**src/rtl/cpu_types_pkg.sv**
```systemverilog
// Shared CPU types: register selects, pipeline control states and perf-counter helpers.
package cpu_types_pkg;

  typedef logic [4:0] regbits_t;

  typedef enum logic [1:0] {
    RUN    = 2'd0,
    DRAIN  = 2'd1,
    HALTED = 2'd2
  } pipe_state_t;

  localparam int unsigned CntWidth = 16;
  typedef logic [CntWidth-1:0] perfcnt_t;

  // Saturating increment: holds at all-ones instead of wrapping.
  function automatic perfcnt_t sat_inc(input perfcnt_t cnt, input logic en);
    perfcnt_t res;
    res = cnt;
    if (en && (cnt != '1)) res = cnt + perfcnt_t'(1);
    return res;
  endfunction

endpackage

```
**src/rtl/pipeline_ctrl_if.sv**
```systemverilog
// Hazard status from the datapath and latch controls / status back from pipeline_ctrl.
interface pipeline_ctrl_if;
  import cpu_types_pkg::*;

  logic     ihit;
  logic     dhit;
  logic     mem_dreq;
  logic     ex_memread;
  regbits_t ex_wsel;
  regbits_t id_rs;
  regbits_t id_rt;
  logic     id_jump;
  logic     mem_brtaken;
  logic     mem_halt;

  logic     pc_en;
  logic     ifid_en;
  logic     idex_en;
  logic     exmem_en;
  logic     memwb_en;
  logic     ifid_flush;
  logic     idex_flush;
  logic     exmem_flush;
  logic     memwb_flush;
  logic     halt;
  perfcnt_t stall_cnt;
  perfcnt_t flush_cnt;

  modport master (
    output ihit, dhit, mem_dreq, ex_memread, ex_wsel, id_rs, id_rt, id_jump, mem_brtaken,
           mem_halt,
    input  pc_en, ifid_en, idex_en, exmem_en, memwb_en, ifid_flush, idex_flush, exmem_flush,
           memwb_flush, halt, stall_cnt, flush_cnt
  );

  modport slave (
    input  ihit, dhit, mem_dreq, ex_memread, ex_wsel, id_rs, id_rt, id_jump, mem_brtaken,
           mem_halt,
    output pc_en, ifid_en, idex_en, exmem_en, memwb_en, ifid_flush, idex_flush, exmem_flush,
           memwb_flush, halt, stall_cnt, flush_cnt
  );

endinterface

```
**src/rtl/hazard_detect.sv**
```systemverilog
// Load-use detector: EX-stage load whose destination feeds an ID-stage source.
module hazard_detect
  import cpu_types_pkg::*;
(
  input  logic     ex_memread,
  input  regbits_t ex_wsel,
  input  regbits_t id_rs,
  input  regbits_t id_rt,
  output logic     load_use
);

  // $zero is never a real dependency.
  always_comb begin
    load_use = ex_memread && (ex_wsel != '0) && ((ex_wsel == id_rs) || (ex_wsel == id_rt));
  end

endmodule

```
**src/rtl/pipeline_ctrl.sv**
```systemverilog
// Pipeline stall/flush controller with halt drain sequence and saturating perf counters.
module pipeline_ctrl
  import cpu_types_pkg::*;
(
  input logic          CLK,
  input logic          nRST,
  pipeline_ctrl_if.slave pif
);

  pipe_state_t state_q, state_d;
  logic        halt_q;
  perfcnt_t    stall_q, flush_q;
  logic        stall_inc, flush_inc;
  logic        load_use;

  logic pc_en, ifid_en, idex_en, exmem_en, memwb_en;
  logic ifid_flush, idex_flush, exmem_flush, memwb_flush;

  hazard_detect u_hazard_detect (
    .ex_memread (pif.ex_memread),
    .ex_wsel    (pif.ex_wsel),
    .id_rs      (pif.id_rs),
    .id_rt      (pif.id_rt),
    .load_use   (load_use)
  );

  always_comb begin
    state_d     = state_q;
    stall_inc   = 1'b0;
    flush_inc   = 1'b0;
    pc_en       = 1'b0;
    ifid_en     = 1'b0;
    idex_en     = 1'b0;
    exmem_en    = 1'b0;
    memwb_en    = 1'b0;
    ifid_flush  = 1'b0;
    idex_flush  = 1'b0;
    exmem_flush = 1'b0;
    memwb_flush = 1'b0;
    unique case (state_q)
      RUN: begin
        if (pif.mem_dreq && !pif.dhit) begin
          stall_inc = 1'b1;
        end else if (pif.mem_halt) begin
          {pc_en, ifid_en, idex_en, exmem_en, memwb_en} = '1;
          {ifid_flush, idex_flush, exmem_flush}         = '1;
          state_d = DRAIN;
        end else if (pif.mem_brtaken) begin
          // Redirect squashes everything younger, including any load-use victim.
          {pc_en, ifid_en, idex_en, exmem_en, memwb_en} = '1;
          {ifid_flush, idex_flush, exmem_flush}         = '1;
          flush_inc = 1'b1;
        end else if (load_use) begin
          {idex_en, exmem_en, memwb_en} = '1;
          idex_flush = 1'b1;
          stall_inc  = 1'b1;
        end else if (!pif.ihit) begin
          {ifid_en, idex_en, exmem_en, memwb_en} = '1;
          ifid_flush = 1'b1;
          stall_inc  = 1'b1;
        end else if (pif.id_jump) begin
          {pc_en, ifid_en, idex_en, exmem_en, memwb_en} = '1;
          ifid_flush = 1'b1;
          flush_inc  = 1'b1;
        end else begin
          {pc_en, ifid_en, idex_en, exmem_en, memwb_en} = '1;
        end
      end
      DRAIN: begin
        memwb_en = 1'b1;
        {ifid_flush, idex_flush, exmem_flush} = '1;
        state_d = HALTED;
      end
      HALTED: begin
        state_d = HALTED;
      end
      default: begin
        state_d = RUN;
      end
    endcase
  end

  always_ff @(posedge CLK or negedge nRST) begin
    if (!nRST) begin
      state_q <= RUN;
      halt_q  <= 1'b0;
      stall_q <= '0;
      flush_q <= '0;
    end else begin
      state_q <= state_d;
      halt_q  <= (state_d == HALTED);
      stall_q <= sat_inc(stall_q, stall_inc);
      flush_q <= sat_inc(flush_q, flush_inc);
    end
  end

  assign pif.pc_en       = pc_en;
  assign pif.ifid_en     = ifid_en;
  assign pif.idex_en     = idex_en;
  assign pif.exmem_en    = exmem_en;
  assign pif.memwb_en    = memwb_en;
  assign pif.ifid_flush  = ifid_flush;
  assign pif.idex_flush  = idex_flush;
  assign pif.exmem_flush = exmem_flush;
  assign pif.memwb_flush = memwb_flush;
  assign pif.halt        = halt_q;
  assign pif.stall_cnt   = stall_q;
  assign pif.flush_cnt   = flush_q;

endmodule

```
**src/flat_wrapper.sv**
```systemverilog
// flat-port wrapper written by rule: the top's interface ports become plain ports
module pipeline_ctrl_flat import cpu_types_pkg::*;
  (CLK, nRST, pif_ihit, pif_dhit, pif_mem_dreq, pif_ex_memread, pif_ex_wsel, pif_id_rs, pif_id_rt, pif_id_jump, pif_mem_brtaken, pif_mem_halt, pif_pc_en, pif_ifid_en, pif_idex_en, pif_exmem_en, pif_memwb_en, pif_ifid_flush, pif_idex_flush, pif_exmem_flush, pif_memwb_flush, pif_halt, pif_stall_cnt, pif_flush_cnt);
  pipeline_ctrl_if pif_i ();
  input logic CLK;
  input logic nRST;
  input wire logic [$bits(pif_i.ihit)-1:0] pif_ihit;
  input wire logic [$bits(pif_i.dhit)-1:0] pif_dhit;
  input wire logic [$bits(pif_i.mem_dreq)-1:0] pif_mem_dreq;
  input wire logic [$bits(pif_i.ex_memread)-1:0] pif_ex_memread;
  input wire logic [$bits(pif_i.ex_wsel)-1:0] pif_ex_wsel;
  input wire logic [$bits(pif_i.id_rs)-1:0] pif_id_rs;
  input wire logic [$bits(pif_i.id_rt)-1:0] pif_id_rt;
  input wire logic [$bits(pif_i.id_jump)-1:0] pif_id_jump;
  input wire logic [$bits(pif_i.mem_brtaken)-1:0] pif_mem_brtaken;
  input wire logic [$bits(pif_i.mem_halt)-1:0] pif_mem_halt;
  output wire logic [$bits(pif_i.pc_en)-1:0] pif_pc_en;
  output wire logic [$bits(pif_i.ifid_en)-1:0] pif_ifid_en;
  output wire logic [$bits(pif_i.idex_en)-1:0] pif_idex_en;
  output wire logic [$bits(pif_i.exmem_en)-1:0] pif_exmem_en;
  output wire logic [$bits(pif_i.memwb_en)-1:0] pif_memwb_en;
  output wire logic [$bits(pif_i.ifid_flush)-1:0] pif_ifid_flush;
  output wire logic [$bits(pif_i.idex_flush)-1:0] pif_idex_flush;
  output wire logic [$bits(pif_i.exmem_flush)-1:0] pif_exmem_flush;
  output wire logic [$bits(pif_i.memwb_flush)-1:0] pif_memwb_flush;
  output wire logic [$bits(pif_i.halt)-1:0] pif_halt;
  output wire logic [$bits(pif_i.stall_cnt)-1:0] pif_stall_cnt;
  output wire logic [$bits(pif_i.flush_cnt)-1:0] pif_flush_cnt;
  assign pif_i.ihit = pif_ihit;
  assign pif_i.dhit = pif_dhit;
  assign pif_i.mem_dreq = pif_mem_dreq;
  assign pif_i.ex_memread = pif_ex_memread;
  assign pif_i.ex_wsel = pif_ex_wsel;
  assign pif_i.id_rs = pif_id_rs;
  assign pif_i.id_rt = pif_id_rt;
  assign pif_i.id_jump = pif_id_jump;
  assign pif_i.mem_brtaken = pif_mem_brtaken;
  assign pif_i.mem_halt = pif_mem_halt;
  assign pif_pc_en = pif_i.pc_en;
  assign pif_ifid_en = pif_i.ifid_en;
  assign pif_idex_en = pif_i.idex_en;
  assign pif_exmem_en = pif_i.exmem_en;
  assign pif_memwb_en = pif_i.memwb_en;
  assign pif_ifid_flush = pif_i.ifid_flush;
  assign pif_idex_flush = pif_i.idex_flush;
  assign pif_exmem_flush = pif_i.exmem_flush;
  assign pif_memwb_flush = pif_i.memwb_flush;
  assign pif_halt = pif_i.halt;
  assign pif_stall_cnt = pif_i.stall_cnt;
  assign pif_flush_cnt = pif_i.flush_cnt;
  pipeline_ctrl u_core (.CLK(CLK), .nRST(nRST), .pif(pif_i));
endmodule
```
**config.mk**
```make
export PLATFORM = sky130hd
export DESIGN_NAME = pipeline_ctrl_flat
export DESIGN_NICKNAME = d
export VERILOG_FILES = /design/src/rtl/cpu_types_pkg.sv /design/src/rtl/pipeline_ctrl_if.sv /design/src/rtl/hazard_detect.sv /design/src/rtl/pipeline_ctrl.sv /design/src/flat_wrapper.sv
export SDC_FILE = /design/constraint.sdc
export NUM_CORES = 1
export LEC_CHECK = 0
export CAP_MARGIN = 40
export CELL_PAD_IN_SITES_DETAIL_PLACEMENT = 2
export CELL_PAD_IN_SITES_GLOBAL_PLACEMENT = 2
export CORE_ASPECT_RATIO = 2
export CORE_MARGIN = 2
export CORE_UTILIZATION = 24
export CTS_CLUSTER_DIAMETER = 30
export DETAILED_ROUTE_END_ITERATION = 16
export HOLD_SLACK_MARGIN = 0.03
export PLACE_DENSITY_LB_ADDON = 0.1
export SYNTH_ARGS = -nofsm -noshare
export SYNTH_HDL_FRONTEND = slang
export SYNTH_HIERARCHICAL = 1
export SYNTH_SLANG_ARGS = --single-unit
```
**constraint.sdc**
```tcl
create_clock -name CLK -period 1.8 [get_ports CLK]
set_clock_uncertainty 0.15 [all_clocks]
set_input_delay 0.36 -clock CLK [delete_from_list [all_inputs] [get_ports CLK]]
set_output_delay 0.36 -clock CLK [all_outputs]
set_load 0.01 [all_outputs]
```
; ---- Yosys cells after proc, flatten, opt, wreduce, memory -nomap -nowiden
; Cells that the tools add are included.
[word_totals]
regBits = 35
in_bits = 24
output_inout_bits = 42
word_cells = 68
[op_classes]
addsub = 2
eq_ne = 7
mux = 45
n_reduce_logical = 10
[op_table]
columns = cell, count
row1 = $mux 1, 38
row2 = $add 16x1->16 const B, 2
row3 = $ne 16x16->1 const B, 2
row4 = $eq 5x5->1, 2
row5 = $pmux 1 s2, 4
row6 = $logic_and 1x1->1, 5
row7 = $reduce_bool 5->1, 1
row8 = $eq 2x2->1 const B, 2
row9 = $mux 2, 2
row10 = $pmux 2 s2, 1
row11 = $eq 2x1->1 const B, 1
row12 = $logic_not 2->1, 1
row13 = $reduce_or 2->1, 1
row14 = $logic_not 1->1, 1
row15 = $logic_or 1x1->1, 1

; ---- Logic depth before layout (Yosys ltp)
; Gate-level depths: netlist of the first run.
[depth]
ltp_word = 9
mapped_depth = 9
mapped_depth_nobuf = 9

; ---- Cells and area by module
; The synthesis of the first run kept the hierarchy.
[modules_own_cells]
columns = mod, n_inst, cells_per_inst, area_per_inst_um2, seq_area_each_um2
row1 = pipeline_ctrl, 1, 174, 1796.7, 875.8
row2 = hazard_detect, 1, 17, 125.1, 0.0

; ---- Worst setup path after synthesis of the first run
; Ideal clock, no wire load.
[synth_path]
path_kind = input to register
start = input pif_ex_wsel[1]
end = register u_core.flush_q[15], in the netlist u_core/pif.flush_cnt[15]
setup_ns = 0.134
t_arrival_ns = 1.970
required_time_ns = 1.516
slack_ns = -0.454
stages = 8
path_buffers = 0
cell_sequence = or4_1 o21ai_1 a21oi_1 and3b_1 o2111a_2 and4_4 and3_1 a31oi_1
[synth_via]
elab_chain_cells = 9
elab_cells_between_ends = 12
cone_classes = 2 x eq/ne / 5 x mux / 5 x reduce/logical
[synth_rtl]
columns = element, line_no
row1 = "start, declared", flat_wrapper.sv:11  ; input wire logic [$bits(pif_i.ex_wsel)-1:0] pif_ex_wsel;
row2 = $eq 5x5->1 / $reduce_bool 5->1 (equally long branches), hazard_detect.sv:14  ; load_use = ex_memread && (ex_wsel != '0) && ((ex_wsel == id_rs) || (ex_wsel == id_rt));
row3 = $logic_or 1x1->1 / $logic_and 1x1->1 (equally long branches), hazard_detect.sv:14
row4 = $logic_and 1x1->1 (*), hazard_detect.sv:14
row5 = net u_core.load_use, pipeline_ctrl.sv:14  ; logic load_use;
row6 = $mux 1 (*), pipeline_ctrl.sv:53  ; end else if (load_use) begin
row7 = $mux 1 (*), pipeline_ctrl.sv:48  ; end else if (pif.mem_brtaken) begin
row8 = $mux 1 (*), pipeline_ctrl.sv:44  ; end else if (pif.mem_halt) begin
row9 = $mux 1 (*), pipeline_ctrl.sv:42  ; if (pif.mem_dreq && !pif.dhit) begin
row10 = $mux 1 (*), pipeline_ctrl.sv:40  ; unique case (state_q)
row11 = $logic_and 1x1->1 (*), cpu_types_pkg.sv:19  ; if (en && (cnt != '1)) res = cnt + perfcnt_t'(1);
row12 = "end signal, assigned", pipeline_ctrl.sv:93  ; flush_q <= sat_inc(flush_q, flush_inc);
row13 = "end, declared", pipeline_ctrl.sv:12  ; perfcnt_t stall_q, flush_q;
; The timed path passes the listed nets; every way through them passes the cells marked *.
; A chain may end at the register's enable or synchronous reset.

; ---- Worst setup path in the final report of the first run
[layout_path]
start = input pif_ex_wsel[2]
end = register u_core.stall_q[2], in the netlist u_core/pif.stall_cnt[2]
[layout_via]
elab_chain_cells = 9
elab_cells_between_ends = 12
cone_classes = 2 x eq/ne / 5 x mux / 5 x reduce/logical
[layout_rtl]
columns = element, line_no
row1 = $eq 5x5->1 / $reduce_bool 5->1 (equally long branches), hazard_detect.sv:14
row2 = $logic_or 1x1->1 / $logic_and 1x1->1 (equally long branches), hazard_detect.sv:14
row3 = $logic_and 1x1->1 (*), hazard_detect.sv:14
row4 = net u_core.load_use, pipeline_ctrl.sv:14
row5 = $mux 1 (*), pipeline_ctrl.sv:53
row6 = $mux 1 (*), pipeline_ctrl.sv:48
row7 = $mux 1 (*), pipeline_ctrl.sv:44
row8 = $mux 1 (*), pipeline_ctrl.sv:42
row9 = $mux 1 (*), pipeline_ctrl.sv:40
row10 = $logic_and 1x1->1 (*), cpu_types_pkg.sv:19
row11 = "end signal, assigned", pipeline_ctrl.sv:92  ; stall_q <= sat_inc(stall_q, stall_inc);
row12 = "end, declared", pipeline_ctrl.sv:12
; Marked as above.

==> summary.txt, run 1 <==
RUN STATUS
----------------------------------------------------------------------------------
Outcome ............................................................. finished with violations
Violations in the final reports ..................................... setup timing

DIE
----------------------------------------------------------------------------------
Horiz. Die Dim ......................................................      67.3 µm
Number of I/O pins ..................................................           66
Area of the die .....................................................     8780 µm²
Die extent in y .....................................................       131 µm
Core Region .........................................................     7830 µm²
Floorplan row count .................................................           46
Starting utilization of the core area ...............................        24.6%

STA
----------------------------------------------------------------------------------
Final clock period utilization by the worst path ....................         129%
Final worst path period need ........................................      2.32 ns
Setup TNS Final .....................................................    -15.82 ns
Maximum achievable frequency ........................................    0.431 GHz
Slew Limit Fails ....................................................            0
Setup repair after global routing missed its margin .................         true
Endpoints failing hold ..............................................            0
Least setup slack across all paths after layout .....................    -0.518 ns
Final setup violation count .........................................           37

GLOBAL ROUTE
----------------------------------------------------------------------------------
Wire length of the first global-routing pass ........................      11.5 mm
GRT Residual Overflow ...............................................            0
Maximum number of pins on one net before global-route repair ........           36
Number of antenna violations at the first check in global routing ...            0
Total global routing track utilization ..............................        17.5%
Vias in the first global route ......................................         2306

CELLS AND AREA
----------------------------------------------------------------------------------
Post-route insts no fill ............................................          428
Antenna diode instance count ........................................            0
Net count reported at finish ........................................          360
Fill cells ..........................................................          834
Area growth from synthesis to layout ................................        89.8%
Commonest cells after routing, fill and taps aside .................. sky130_fd_sc_hd__buf_4 (57), sky130_fd_sc_hd__dfrtp_1 (31), sky130_fd_sc_hd__dlygate4sd2_1 (28)
Most common cell after layout, fill and taps aside .................. sky130_fd_sc_hd__buf_4
Share of final-layout standard cells stronger than drive strength 1 .        48.5%
Core Util, Final ....................................................        46.6%

WORST SETUP PATH
----------------------------------------------------------------------------------
Worst Setup End Kind ................................................    flip-flop
Largest stage delay on the critical path ............................      0.32 ns
Crit path max-delay cell type ....................................... sky130_fd_sc_hd__o311a_4
Chain of cells forming the critical path ............................ buf_6, xor2_1, nor3_2, nand3_2, a21oi_4, nor2b_2, buf_4, o31ai_4, o311a_4, buf_4, nand2_2, xnor2_1
Critical path's most frequent cell .................................. sky130_fd_sc_hd__buf_4
Crit path max fanout ................................................            7
Family of cells with the greatest summed delay on the critical path . compound AO/OA/AOI/OAI gates
Category of the most critical setup path ............................ input port to flip-flop
CP arrival ..........................................................      2.33 ns
Crit start category .................................................   input port
Required @ worst endpoint ...........................................      1.81 ns
Number of buffers and inverters on the critical path ................            3
Worst setup slack for register-to-register paths ....................     -0.16 ns

POWER
----------------------------------------------------------------------------------
Part of the total power dissipated in the clock network .............        47.4%
Power density normalized to cell area ...............................   499 nW/µm²
Peak VDD IR .........................................................     0.422 mV
P_leak ..............................................................   0.00198 µW
Internal power ......................................................      1420 µW
Relative contribution of sequential cells to total power ............        43.3%
Net switching power .................................................       400 µW
Share of power burned in combinational logic ........................         9.4%
Net switching share of the total power ..............................        22.0%
Final Power .........................................................      1820 µW

JOB
----------------------------------------------------------------------------------
Max-cap viol count ..................................................            0

LOGIC SYNTHESIS
----------------------------------------------------------------------------------
Cell type with the largest total area after synthesis ............... sky130_fd_sc_hd__dfrtp_1
Number of register bits inferred by synthesis .......................           35
Synth Warn # ........................................................            6
Proportion of netlist area held by the largest area contributor .....        45.6%
Instance count of the mapped netlist ................................          191
Number of distinct library cells after synthesis ....................           34
Area of the mapped netlist ..........................................     1920 µm²
Sequential fraction of the synthesis area ...........................        45.6%
Post-Syn Nets .......................................................          219
Cell types occupying the most area after synthesis .................. sky130_fd_sc_hd__dfrtp_1 (46%), sky130_fd_sc_hd__xor2_1 (10%), sky130_fd_sc_hd__xnor2_1 (7.3%), sky130_fd_sc_hd__nor2_1 (4.1%), sky130_fd_sc_hd__nand3_1 (3.4%)
Post-Syn Area per Cell ..............................................     10.1 µm²

ROUTE
----------------------------------------------------------------------------------
First-pass iteration count of the detailed router ...................            3
Drt drc .............................................................            0
Detail-routed via count per cell ....................................         4.59
Vias ................................................................         1966
Post-detailed-routing wire length ...................................      6.98 mm
Post-route antenna net violation count ..............................            0
DR WL/cell ..........................................................      16.3 µm
Initial drt markers .................................................           51

PLACED DESIGN
----------------------------------------------------------------------------------
Pre-CTS setup slack .................................................     -1.30 ns
HPWL after detailed placement .......................................      4.96 mm
GPL Wtd Cong ........................................................        0.761
Total of buffers placed on input and output ports ...................           64
Post-placement cell count ...........................................          403

MIN PATH
----------------------------------------------------------------------------------
Path type of the worst min-delay path ............................... input port to asynchronous set/reset pin

CTS
----------------------------------------------------------------------------------
Number of levels the H-tree was split into ..........................            2
Clock transition at path regs .......................................      0.05 ns
Clock insertion delay at the later pin of the skew report ...........      0.28 ns
Number of clock sinks seen by CTS ...................................           35
Number of buffers inserted during clock tree synthesis ..............            5
Root Driver ......................................................... sky130_fd_sc_hd__clkbuf_16
Hold bufs inserted after CTS ........................................            0
Clock tree from TritonCTS ...........................................         done
Maximum root-to-sink buffer count ...................................            2

[registers in the layout, summed over array words and instances (netlist names)]
signal                flops
u_core/pif.flush_cnt     16
u_core/pif.stall_cnt     16
u_core/state_q            2
u_core/pif.halt           1
[per-layer routing]
layer | vias up | routed length [µm] | track usage (%) | share of wire (%)
li1 | 931 | - | - | -
met1 | 991 | 2670 | 19.7 | 38
met2 | 37 | 3960 | 31.8 | 57
met3 | 7 | 247 | 3.77 | 3.5
met4 | 0 | 95 | 5.40 | 1.4
met5 | - | 0 | 0 | 0
[worst paths after layout]
kind	start	endpoint	cells after the start
setup / recovery	pif_ex_wsel[2]	u_core/pif.stall_cnt[2]	12
hold / removal	nRST	u_core/pif.stall_cnt[13]	2
setup reg to reg	u_core/pif.flush_cnt[0]	u_core/pif.flush_cnt[1]	6
hold reg to reg	u_core/pif.flush_cnt[6]	u_core/pif.flush_cnt[6]	1
max in group asynchronous	nRST	u_core/pif.flush_cnt[12]	2
min in group CLK	u_core/pif.flush_cnt[6]	u_core/pif.flush_cnt[6]	1
[Yosys cell counts]
library cell,count
sky130_fd_sc_hd__a21oi_1,3
sky130_fd_sc_hd__a31oi_1,3
sky130_fd_sc_hd__and3_1,4
sky130_fd_sc_hd__and3b_1,1
sky130_fd_sc_hd__and4_1,3
sky130_fd_sc_hd__and4_4,1
sky130_fd_sc_hd__buf_4,2
sky130_fd_sc_hd__conb_1,1
sky130_fd_sc_hd__dfrtp_1,35
sky130_fd_sc_hd__ha_1,4
sky130_fd_sc_hd__inv_1,9
sky130_fd_sc_hd__mux2_4,1
sky130_fd_sc_hd__nand2_1,17
sky130_fd_sc_hd__nand2b_1,2
sky130_fd_sc_hd__nand3_1,13
sky130_fd_sc_hd__nand4_1,10
sky130_fd_sc_hd__nor2_1,21
sky130_fd_sc_hd__nor2b_1,2
sky130_fd_sc_hd__nor3_1,8
sky130_fd_sc_hd__nor3_2,1
sky130_fd_sc_hd__o2111a_2,1
sky130_fd_sc_hd__o211ai_1,1
sky130_fd_sc_hd__o21ai_0,1
sky130_fd_sc_hd__o21ai_1,1
sky130_fd_sc_hd__o21ai_4,1
sky130_fd_sc_hd__o311a_4,1
sky130_fd_sc_hd__o311ai_4,1
sky130_fd_sc_hd__o31ai_1,1
sky130_fd_sc_hd__o31ai_4,1
sky130_fd_sc_hd__or2_2,1
sky130_fd_sc_hd__or2_4,1
sky130_fd_sc_hd__or4_1,1
sky130_fd_sc_hd__xnor2_1,16
sky130_fd_sc_hd__xor2_1,22
[worst register-to-register path: stages, from the launching register on]
cell and delay [ns]:
sky130_fd_sc_hd__dfrtp_1 0.35, sky130_fd_sc_hd__ha_1 0.17, sky130_fd_sc_hd__and4_1 0.24, sky130_fd_sc_hd__nand4_1 0.20, sky130_fd_sc_hd__o21ai_4 0.32, sky130_fd_sc_hd__buf_6 0.14
sky130_fd_sc_hd__mux2_4 0.28
[metrics by stage]
step	hold WS [ns]	instance area, µm²
final	0.307	3650
after global routing	0.323	3650
after CTS	0.314	3480
after global placement	0.346	3110
after detailed placement	0.361	3110
after floorplan	-0.0856	1950
[area by class of cell]
| class | instances | area, µm² | area share, % |
|---|---|---|---|
| repair buffers | 136 | 1180 | 32.4 |
| well taps | 96 | 120 | 3.29 |
| flip-flops and latches | 35 | 881 | 24.2 |
| multi-input cells | 145 | 1290 | 35.3 |
| inverters | 9 | 33.8 | 0.926 |
| clock buffers | 6 | 139 | 3.81 |
| clock inverters | 1 | 5.00 | 0.137 |
[kinds of logic (layout without fill, tap and decap cells)]
family / after synthesis / in the layout / synth area share (%)
muxes: 1 / 1 / 0.781
and+or+nand+nor: 86 / 86 / 22.9
other: 1 / 1 / 0.195
AOI/OAI and AO/OA: 15 / 15 / 8.14
buffers and inverters: 11 / 152 / 2.54
DFF: 35 / 35 / 45.6
xor gates and xnor gates: 38 / 38 / 17.3
adders and majority gates: 4 / 4 / 2.60
[power groups by stage]
stage | registers [µW] | clock network (µW) | logic [µW]
CTS | 787 | 897 | 165
detailed placement | 801 | 0 | 142
global route | 787 | 929 | 185
global placement | 801 | 0 | 139
finish | 787 | 862 | 170
floorplan | 801 | 0 | 36.4
[repair_timing]
item / in CTS / in global routing
gates resized for setup: 166 / 25
setup buffers: 11 / 10
pin swaps: 51 / 17
setup endpoints to repair: 67 / 47
endpoints found under the hold margin: 0 / 0
(Power assumes the default switching activity.)
==> inputs of run 2 (changes only) <==
--- a/config.mk
+++ b/config.mk
@@ -8,7 +8,6 @@
 export CAP_MARGIN = 40
 export CELL_PAD_IN_SITES_DETAIL_PLACEMENT = 2
 export CELL_PAD_IN_SITES_GLOBAL_PLACEMENT = 2
-export CORE_ASPECT_RATIO = 2
 export CORE_MARGIN = 2
 export CORE_UTILIZATION = 24
 export CTS_CLUSTER_DIAMETER = 30
==> summary.txt, run 2 (synthesis gave the netlist of run 1 again) <==
CELLS AND AREA
----------------------------------------------------------------------------------
Core Util, Final ....................................................        46.3%   -0.27 points
Area growth from synthesis to layout ................................        86.3%
Commonest cells after routing, fill and taps aside .................. sky130_fd_sc_hd__buf_4 (57), sky130_fd_sc_hd__dlygate4sd2_1 (33), sky130_fd_sc_hd__dfrtp_1 (33)
Antenna diode instance count ........................................            0   unchanged
Fill cells ..........................................................          805   -3.5%
Share of final-layout standard cells stronger than drive strength 1 .        47.7%   -0.76 points
Most common cell after layout, fill and taps aside .................. sky130_fd_sc_hd__buf_4
Area used by multi-input combinational logic ........................     1290 µm²   +0.29%
Sequential cell area in the final layout ............................      878 µm²   -0.28%
Net count reported at finish ........................................          358   -0.56%

DIE
----------------------------------------------------------------------------------
Starting utilization of the core area ...............................        24.9%   +0.32 points
Number of I/O pins ..................................................           66   unchanged
Area of the die .....................................................     8740 µm²   -0.49%
Horiz. Die Dim ......................................................      93.5 µm   +39%
Core Region .........................................................     7730 µm²   -1.3%
Die extent in y .....................................................      93.5 µm   -28%
Floorplan row count .................................................           32   -30%

CTS
----------------------------------------------------------------------------------
Number of levels the H-tree was split into ..........................            2   unchanged
Number of clock sinks seen by CTS ...................................           35   unchanged
Maximum root-to-sink buffer count ...................................            2   unchanged
Clock transition at path regs .......................................      0.08 ns   +0.03 ns
Clock insertion delay at the later pin of the skew report ...........      0.29 ns   about the same
Root Driver ......................................................... sky130_fd_sc_hd__clkbuf_8
Clock tree from TritonCTS ...........................................         done
Number of buffers inserted during clock tree synthesis ..............            5   unchanged

GLOBAL ROUTE
----------------------------------------------------------------------------------
Total global routing track utilization ..............................        16.0%   -1.4 points
GRT Residual Overflow ...............................................            0   unchanged
Vias in the first global route ......................................         2193   -4.9%
Number of antenna violations at the first check in global routing ...            0   unchanged
Wire length of the first global-routing pass ........................      11.0 mm   -4.3%
Maximum number of pins on one net before global-route repair ........           36   unchanged

WORST SETUP PATH
----------------------------------------------------------------------------------
Required @ worst endpoint ...........................................      1.82 ns   about the same
Depth of the worst register-to-register path ........................            5   -1
Category of the most critical setup path ............................ input port to flip-flop
R2R Path End ........................................................ u_core/pif.flush_cnt[1]
Crit path max fanout ................................................            5   -2
CP arrival ..........................................................      2.29 ns   -0.04 ns
Critical R2R Launch ................................................. u_core/pif.flush_cnt[0]
Worst setup slack for register-to-register paths ....................     -0.23 ns   -0.07 ns
Crit start category .................................................   input port
Worst Setup End Kind ................................................    flip-flop

MIN PATH
----------------------------------------------------------------------------------
Path type of the worst min-delay path ............................... flip-flop to flip-flop
Worst Hold Launch ................................................... u_core/pif.flush_cnt[6]
Worst min-delay path endpoint ....................................... u_core/pif.flush_cnt[6]
Cells on Worst Hold Path ............................................            1

ROUTE
----------------------------------------------------------------------------------
Initial drt markers .................................................           35   -31%
Drt drc .............................................................            0   unchanged
DR WL/cell ..........................................................      15.4 µm   -5.9%
Detail-routed via count per cell ....................................         4.51   -1.9%
First-pass iteration count of the detailed router ...................            2   -1
Post-detailed-routing wire length ...................................      6.65 mm   -4.8%
Post-route antenna net violation count ..............................            0   unchanged
Vias ................................................................         1951   -0.76%

POWER
----------------------------------------------------------------------------------
Final Power .........................................................      1660 µW   -8.8%
P_leak ..............................................................   0.00188 µW   -4.8%
Power density normalized to cell area ...............................   463 nW/µm²   -7.1%
Peak VDD IR .........................................................     0.359 mV   -15%

STA
----------------------------------------------------------------------------------
Slew Limit Fails ....................................................            0   unchanged
Slew at the pin with the worst max-slew slack .......................     0.521 ns
Final clock period utilization by the worst path ....................         126%   -2.5 points
Final setup violation count .........................................           38   +2.7%
Endpoints failing hold ..............................................            0   unchanged
Maximum achievable frequency ........................................    0.440 GHz   +1.9%
Setup repair after global routing missed its margin .................         true
Final worst path period need ........................................      2.27 ns   -0.0441 ns
Max-slew headroom at the worst pin ..................................        65.2%
Least setup slack across all paths after layout .....................    -0.473 ns   +0.0441 ns
Setup TNS Final .....................................................    -13.13 ns   +2.69 ns

RUN STATUS
----------------------------------------------------------------------------------
Outcome ............................................................. finished with violations
Violations in the final reports ..................................... setup timing

PLACED DESIGN
----------------------------------------------------------------------------------
GPL Wtd Cong ........................................................        0.737   -3.2%
Total of buffers placed on input and output ports ...................           64   unchanged
HPWL after detailed placement .......................................      4.63 mm   -6.7%
Pre-CTS setup slack .................................................     -1.25 ns   +0.0486 ns

JOB
----------------------------------------------------------------------------------
Max-cap viol count ..................................................            0   unchanged

run 2: cell count changes in the layout (fill, tap and decap cells not counted), moves of 3 or more:
cell,delta
sky130_fd_sc_hd__clkbuf_16,-5
sky130_fd_sc_hd__dlygate4sd2_1,+5
sky130_fd_sc_hd__clkbuf_8,+4
sky130_fd_sc_hd__clkdlybuf4s50_1,-4
sky130_fd_sc_hd__xnor2_1,+3
sky130_fd_sc_hd__xnor2_2,-3
run 2: worst max-delay path, stage by stage:
cell and delay, ns:
sky130_fd_sc_hd__buf_8 0.10, sky130_fd_sc_hd__or4_4 0.54, sky130_fd_sc_hd__o21ai_4 0.17, sky130_fd_sc_hd__a21oi_4 0.07, sky130_fd_sc_hd__and3b_1 0.22, sky130_fd_sc_hd__o2111a_2 0.31, sky130_fd_sc_hd__and4_4 0.29, sky130_fd_sc_hd__and3_4 0.17
sky130_fd_sc_hd__a31oi_1 0.06
run 2: routing by layer:
metal / GRT usage (%) / part of all wire (%) / vias to the layer above
met5: 0 / 0 / -
met4: 3.31 / 0.78 / 0
met3: 2.90 / 3.1 / 5
met2: 29.4 / 55 / 36
met1: 19.5 / 41 / 976
li1: - / - / 934
run 2: how the worst max path moves through the flow:
| stage | startpoint | end | slack, ns | depth (start not counted) |
|---|---|---|---|---|
| 2_1_floorplan | pif_ex_wsel[1] | u_core/pif.flush_cnt[15] | -0.45 | 8 |
| 3_3_place_gp | pif_ex_wsel[0] | u_core/pif.stall_cnt[9] | -1.14 | 11 |
| 3_5_place_dp | pif_ex_wsel[0] | u_core/pif.stall_cnt[3] | -1.25 | 11 |
| 4_1_cts | pif_ex_wsel[3] | pif_pc_en | -0.46 | 9 |
| 5_1_grt | pif_id_rs[4] | u_core/pif.stall_cnt[13] | -0.57 | 11 |
| 6_report | pif_ex_wsel[2] | u_core/pif.flush_cnt[15] | -0.47 | 9 |
run 2: repair_timing:
action	4_1_cts	5_1_grt
setup buffers	10	7
gates cloned	1	0
endpoints found under the setup margin	71	43
pin swaps	47	36
gates resized for setup	154	39
endpoints found under the hold margin	35	0
hold buffers	1	0
run 2: power breakdown:
group          switching (µW)  internal, µW
logic                    72.8          81.3
clock network             306           412
registers                   0           786
total                     379          1280
run 2: layout make-up:
class | count | area share (%)
sequential | 35 | 24.5
clock buffer | 5 | 1.92
multi-input combinational | 146 | 36.0
clock inverter | 3 | 1.22
timing repair buffer | 133 | 31.7
tap | 102 | 3.57
inverter | 9 | 1.01
run 2: through the flow:
stage,cells,cell area [µm²],hold slack [ns]
6_report,433,3580,0.393
5_1_grt,433,3580,0.410
4_1_cts,428,3380,0.381
3_5_place_dp,409,3100,0.299
3_3_place_gp,409,3100,0.298
2_1_floorplan,191,1950,-0.0856
